===== config.mk =====
export PLATFORM = sky130hd
export DESIGN_NAME = fpnew_opgroup_ordered_collector
export DESIGN_NICKNAME = d
export VERILOG_FILES = /design/src/rtl/fpnew_opgroup_ordered_collector.sv
export SDC_FILE = /design/constraint.sdc
export NUM_CORES = 1
export LEC_CHECK = 0
export ABC_CLOCK_PERIOD_IN_PS = 4200
export CAP_MARGIN = 0
export CORE_AREA = 5 5 82 84
export CTS_BUF_LIST = sky130_fd_sc_hd__clkbuf_4
export CTS_CLUSTER_DIAMETER = 60
export CTS_CLUSTER_SIZE = 28
export DETAILED_ROUTE_END_ITERATION = 10
export DIE_AREA = 0 0 87 89
export DONT_BUFFER_PORTS = 1
export PLACE_DENSITY = 0.74
export SKIP_CTS_REPAIR_TIMING = 1
export SYNTH_ARGS = -nofsm -noshare
export SYNTH_HDL_FRONTEND = slang
export SYNTH_SLANG_ARGS = --single-unit
export TNS_END_PERCENT = 1

===== constraint.sdc =====
create_clock -name clk_i -period 4.2 [get_ports clk_i]
set_clock_uncertainty 0.1 [all_clocks]
set_input_delay 0.63 -clock clk_i [delete_from_list [all_inputs] [get_ports clk_i]]
set_output_delay 0.63 -clock clk_i [all_outputs]
set_load 0.05 [all_outputs]

===== src/rtl/fpnew_opgroup_ordered_collector.sv =====
// fpnew_opgroup_ordered_collector
//   Dispatch/collect stage for NumChan parallel slices of one opgroup. Each
//   accepted operation is steered to its channel and the channel index is
//   queued in an in-flight ID FIFO; results retire strictly in issue order
//   by only granting chan_out_ready_o to the channel at the FIFO head.
//   Zero added latency: all handshake outputs are combinational.
//
//   Ports
//     clk_i, rst_i        clock, synchronous active-high reset
//     flush_i             drop all in-flight bookkeeping (synchronous)
//     in_valid_i/ready_o  opgroup input handshake, in_chan_i selects channel
//     chan_valid_o/ready_i  per-channel issue handshake
//     chan_data_i/out_valid_i/out_ready_o  per-channel result handshake
//     out_data_o/valid_o/ready_i  retired result stream
//     inflight_o, busy_o  in-flight count and non-empty flag
//
//   Optional: define FPNEW_ORDERED_COLLECTOR_PERF_EN to add hol_stall_o, a
//   saturating count of head-of-line stall cycles (cleared by rst_i only).
module fpnew_opgroup_ordered_collector #(
  parameter int unsigned NumChan   = 4,
  parameter int unsigned DataWidth = 38,
  parameter int unsigned Depth     = 8,
  localparam int unsigned ChanIdxW = $clog2(NumChan),
  localparam int unsigned CntW     = $clog2(Depth + 1)
) (
  input  logic                           clk_i,
  input  logic                           rst_i,
  input  logic                           flush_i,
  input  logic                           in_valid_i,
  output logic                           in_ready_o,
  input  logic [ChanIdxW-1:0]            in_chan_i,
  output logic [NumChan-1:0]             chan_valid_o,
  input  logic [NumChan-1:0]             chan_ready_i,
  input  logic [NumChan*DataWidth-1:0]   chan_data_i,
  input  logic [NumChan-1:0]             chan_out_valid_i,
  output logic [NumChan-1:0]             chan_out_ready_o,
  output logic [DataWidth-1:0]           out_data_o,
  output logic                           out_valid_o,
  input  logic                           out_ready_i,
  output logic [CntW-1:0]                inflight_o,
  output logic                           busy_o
`ifdef FPNEW_ORDERED_COLLECTOR_PERF_EN
  ,
  output logic [31:0]                    hol_stall_o
`endif
);

  localparam int unsigned PtrW = $clog2(Depth);

  logic [ChanIdxW-1:0] fifo_q [Depth];
  logic [PtrW-1:0]     rd_ptr_q, wr_ptr_q;
  logic [CntW-1:0]     count_q;

  logic                kill;
  logic                full;
  logic                not_empty;
  logic                chan_ok;
  logic                issue_ok;
  logic                push;
  logic                pop;
  logic [ChanIdxW-1:0] head;
  logic [NumChan-1:0]  chan_sel;
  logic [NumChan-1:0]  head_sel;

  function automatic logic [PtrW-1:0] ptr_inc(input logic [PtrW-1:0] p);
    return (p == PtrW'(Depth - 1)) ? '0 : p + PtrW'(1);
  endfunction

  // Out-of-range check only exists when NumChan is not a power of two
  if (NumChan == (1 << ChanIdxW)) begin : g_chan_full_range
    assign chan_ok = 1'b1;
  end else begin : g_chan_partial_range
    assign chan_ok = ({1'b0, in_chan_i} < (ChanIdxW + 1)'(NumChan));
  end

  // Reset and flush both squash every handshake in the cycle they are seen
  assign kill      = flush_i | rst_i;
  assign full      = (count_q == CntW'(Depth));
  assign not_empty = (count_q != '0);
  assign head      = fifo_q[rd_ptr_q];

  // One-hot decode of the requested channel and the head channel
  always_comb begin
    chan_sel = '0;
    head_sel = '0;
    for (int c = 0; c < NumChan; c++) begin
      chan_sel[c] = (in_chan_i == ChanIdxW'(c));
      head_sel[c] = (head == ChanIdxW'(c));
    end
  end

  // Issue side
  assign issue_ok     = !full && !kill && chan_ok;
  assign in_ready_o   = issue_ok && |(chan_ready_i & chan_sel);
  assign chan_valid_o = (in_valid_i && issue_ok) ? chan_sel : '0;
  assign push         = in_valid_i && in_ready_o;

  // Retire side: only the head channel may hand over its result
  assign out_valid_o      = not_empty && !kill && |(chan_out_valid_i & head_sel);
  assign chan_out_ready_o = (out_ready_i && not_empty && !kill) ? head_sel : '0;
  assign pop              = out_valid_o && out_ready_i;

  always_comb begin
    out_data_o = '0;
    for (int c = 0; c < NumChan; c++) begin
      if (head_sel[c]) out_data_o = chan_data_i[c*DataWidth +: DataWidth];
    end
  end

  assign inflight_o = count_q;
  assign busy_o     = not_empty;

  // Channel-ID storage; contents are only meaningful below count_q
  always_ff @(posedge clk_i) begin
    if (push) fifo_q[wr_ptr_q] <= in_chan_i;
  end

  // Pointer and occupancy bookkeeping
  always_ff @(posedge clk_i) begin
    if (kill) begin
      rd_ptr_q <= '0;
      wr_ptr_q <= '0;
      count_q  <= '0;
    end else begin
      if (push) wr_ptr_q <= ptr_inc(wr_ptr_q);
      if (pop)  rd_ptr_q <= ptr_inc(rd_ptr_q);
      case ({push, pop})
        2'b10:   count_q <= count_q + CntW'(1);
        2'b01:   count_q <= count_q - CntW'(1);
        default: count_q <= count_q;
      endcase
    end
  end

`ifdef FPNEW_ORDERED_COLLECTOR_PERF_EN
  logic hol_cond;

  // Head result missing while some younger result is already waiting
  assign hol_cond = not_empty && !(|(chan_out_valid_i & head_sel))
                    && |(chan_out_valid_i & ~head_sel);

  always_ff @(posedge clk_i) begin
    if (rst_i) begin
      hol_stall_o <= '0;
    end else if (hol_cond && (hol_stall_o != 32'hFFFF_FFFF)) begin
      hol_stall_o <= hol_stall_o + 32'd1;
    end
  end
`endif

endmodule

==> impl_metrics.toml, run 1 <==
[sta]
worst_slew_pin_slew_ns = 0.878
slew-limit-headroom = 0.412
whs_ns = 0.307
finalHoldViolCount = 0
period_minus_slack_ns = 3.68
finalSetupViolations = 0
final_min_period_over_clock_period = 0.875
final.setup.tns_ns = 0
rsz0062_at_grt = "no"
fmax_mhz = 272
final_max_slew_viol_count = 0

[global_route]
first_global_vias = 2524
grt_max_degree = 57
grt_first_pass_wirelength_um = 12600
overall_track_demand_over_capacity_in_global_routing = 0.210
antenna_found_initial = 0
gr-total-overflow = 0

[floorplan]
number_of_top_level_pins = 220
height_of_the_chip_um = 89
fp-row-count = 28
floorplan.die.width_um = 87
initial_cell_density_of_the_core = 0.493
core-area_um2 = 5850
die_footprint_um2 = 7740

[critical_path]
end_kind = "primary output"
path_common_cell = "buf_4"
worst_ep_required_time_ns = 3.47
crit_path_cell_trace = "mux2i_1 -> mux4_4 -> buf_4 -> a211oi_2 -> a31oi_1 -> buf_4"
timing.critical_path.slowest_cell_delay_ns = 0.62
worst_path_max_delay_cell = "buf_4"
worstPathArrival_ns = 2.95
timing_worst_setup_path_type = "flop to primary output"
setup.worst_path.start_class = "flop"
critPathMaxFanout = 56

[clocking]
worst_skew_pair.late_latency_ns = 0.31
tritoncts = "built"
cts-buffers-inserted = 5
clockBufferDepth = 2
worst_setup_hold_path_clk_slew_ns = 0.08
clock_tree.htree_level_count = 2
numClockSinks = 29
cts_root_buf = "clkbuf_4"

[synth]
synth_compound_gate_area_share = 0.279
synth_edf_count = 16
synth.area.top_cells = "a211oi_2 (17%), edfxtp_1 (17%), nand2_1 (12%), dfxtp_1 (9.0%), and2_1 (8.5%)"
avgSynthCellArea_um2 = 8.43
ys_seq_elements = 29
synth_top_family_by_area = "compound AO/OA/AOI/OAI gates"
synthesis.area_um2 = 2880
synth_nets = 517
post-synth-top-area-fraction = 0.169
synthSimpleGateAreaFrac = 0.264
synth_commonest_cells = "nand2_1 (90), a211oi_2 (39), and2_1 (39)"
asyncSetResetFlopFracSynth = 0
synth_warnings = 0
synth.lib_cells_used.distinct = 34
mux_share_of_post_synthesis_cell_area = 0.0855
synth_most_common_cell = "nand2_1"
synth_sequential_area_ratio = 0.257
synth-adder-area-share = 0.0373
post-synth-top-area-cell = "a211oi_2"
synth-xor-area-share = 0.00911
syn_inst_count = 342
synth_top_flop_cell = "edfxtp_1"

[finish]
flow.area_growth_from_synthesis_pct = 12.5
seq_area_um2 = 741
final_layout_size_suffix_gt1_frac = 0.293
n_antenna_cell = 0
fill_cells = 540
multi_input_area_um2 = 1960
finalNetCount = 546

[routing]
detail_route.drc_violations = 0
routed_wire_length_per_instance_um = 19.9
drt_first_iter_violations = 117
pre_repair_dr_iteration_count = 4
routed-via-count = 2643
antenna_left = 0
finalWirelength_um = 8890
post_drt_via_cell_ratio = 5.91

[placement]
last_weighted_congestion_value_of_the_routability_driven_placer = 0.957
dp_hpwl_um = 7330
count_of_buffers_from_port_buffering = 0

[run]
drv_cap = 0

[power]
p_leak_nw = 1.20
powerDensity_nw_per_um2 = 229
peakVddDrop_mv = 0.336

[outcome]
outcome = "finished clean"

[hold_path]
holdCritStartpoint = "in_chan_i[0]"
hold_path.class = "primary input to flop"
==> final timing paths <==
kind,end,slack [ns],cells past startpoint
max,out_data_o[4],0.52,6
min,fifo_q[2][0],0.31,0
max reg2reg,inflight_o[3],0.60,11
min reg2reg,rd_ptr_q[1],0.40,2
==> cells by family after synthesis <==
family	Yosys count
adders and majority gates	8
and+or+nand+nor	166
muxes	17
DFF	29
buffers and inverters	33
AOI/OAI and AO/OA	86
xor gates and xnor gates	3
==> power by group <==
group | switching, mW | internal [mW] | leakage [nW]
registers | 0.000494 | 0.300 | 0.249
clock network | 0.0859 | 0.0860 | 0.0368
logic | 0.185 | 0.0844 | 0.912
==> routing by layer <==
layer | vias to the layer above | global-route usage | wire (um)
li1 | 1287 | - | -
met1 | 1206 | 0.243 | 3210
met2 | 131 | 0.355 | 4420
met3 | 19 | 0.0839 | 1050
met4 | 0 | 0.0708 | 217
met5 | - | 0 | 0
==> stage by stage <==
| step | std cells | cell area [um^2] | total power [mW] | util | setup WS (ns) |
|---|---|---|---|---|---|
| after detailed placement | 439 | 3180 | 0.577 | 0.544 | 0.624 |
| after global routing | 447 | 3240 | 0.778 | 0.555 | 0.329 |
| after floorplan | 342 | 2880 | 0.520 | - | 0.959 |
| after CTS | 447 | 3240 | 0.748 | 0.555 | 0.533 |
| final | 447 | 3240 | 0.742 | 0.555 | 0.525 |
| after global placement | 439 | 3180 | 0.573 | 0.544 | 0.741 |
==> cell type report <==
type | count | area share
Inverter | 5 | 0.00578
Tap cell | 75 | 0.0289
Timing Repair Buffer | 50 | 0.116
Clock buffer | 8 | 0.0185
Multi-Input combinational cell | 280 | 0.603
Sequential cell | 29 | 0.228
==> worst max-delay path: cells and delay by family (launching register included) <==
| kind | cells | cell delay, ns |
|---|---|---|
| mux | 2 | 0.82 |
| compound gates | 2 | 0.38 |
| buf+inv | 2 | 0.89 |
| flops | 1 | 0.52 |
==> layout by cell type, fill, tap and decap left out, types with 2 or more instances in the layout <==
master / count
nand2_1: 90
buf_4: 50
and2_1: 39
a211oi_2: 39
a31oi_1: 38
nor2_1: 20
edfxtp_1: 16
dfxtp_1: 13
mux2i_1: 10
clkbuf_4: 8
ha_1: 7
inv_1: 5
a21oi_1: 5
mux4_2: 3
nand2b_1: 3
nor3_1: 3
or3_1: 3
mux2i_4: 2
or2_2: 2
and3_1: 2
xor2_1: 2
Power figures use the tool's default switching activity.
==> inputs of run 2 (changes only) <==
Settings changed: SETUP_SLACK_MARGIN set to 0.3, SKIP_LAST_GASP set to 1.
==> results of run 2 <==
The final DEF is identical to that of run 1; final timing and power are the same.
==> inputs of run 3 (changes only) <==
Settings changed: CTS_CLUSTER_SIZE 28 to unset.
==> results of run 3 <==
The final DEF is identical to that of run 1; final timing and power are the same.
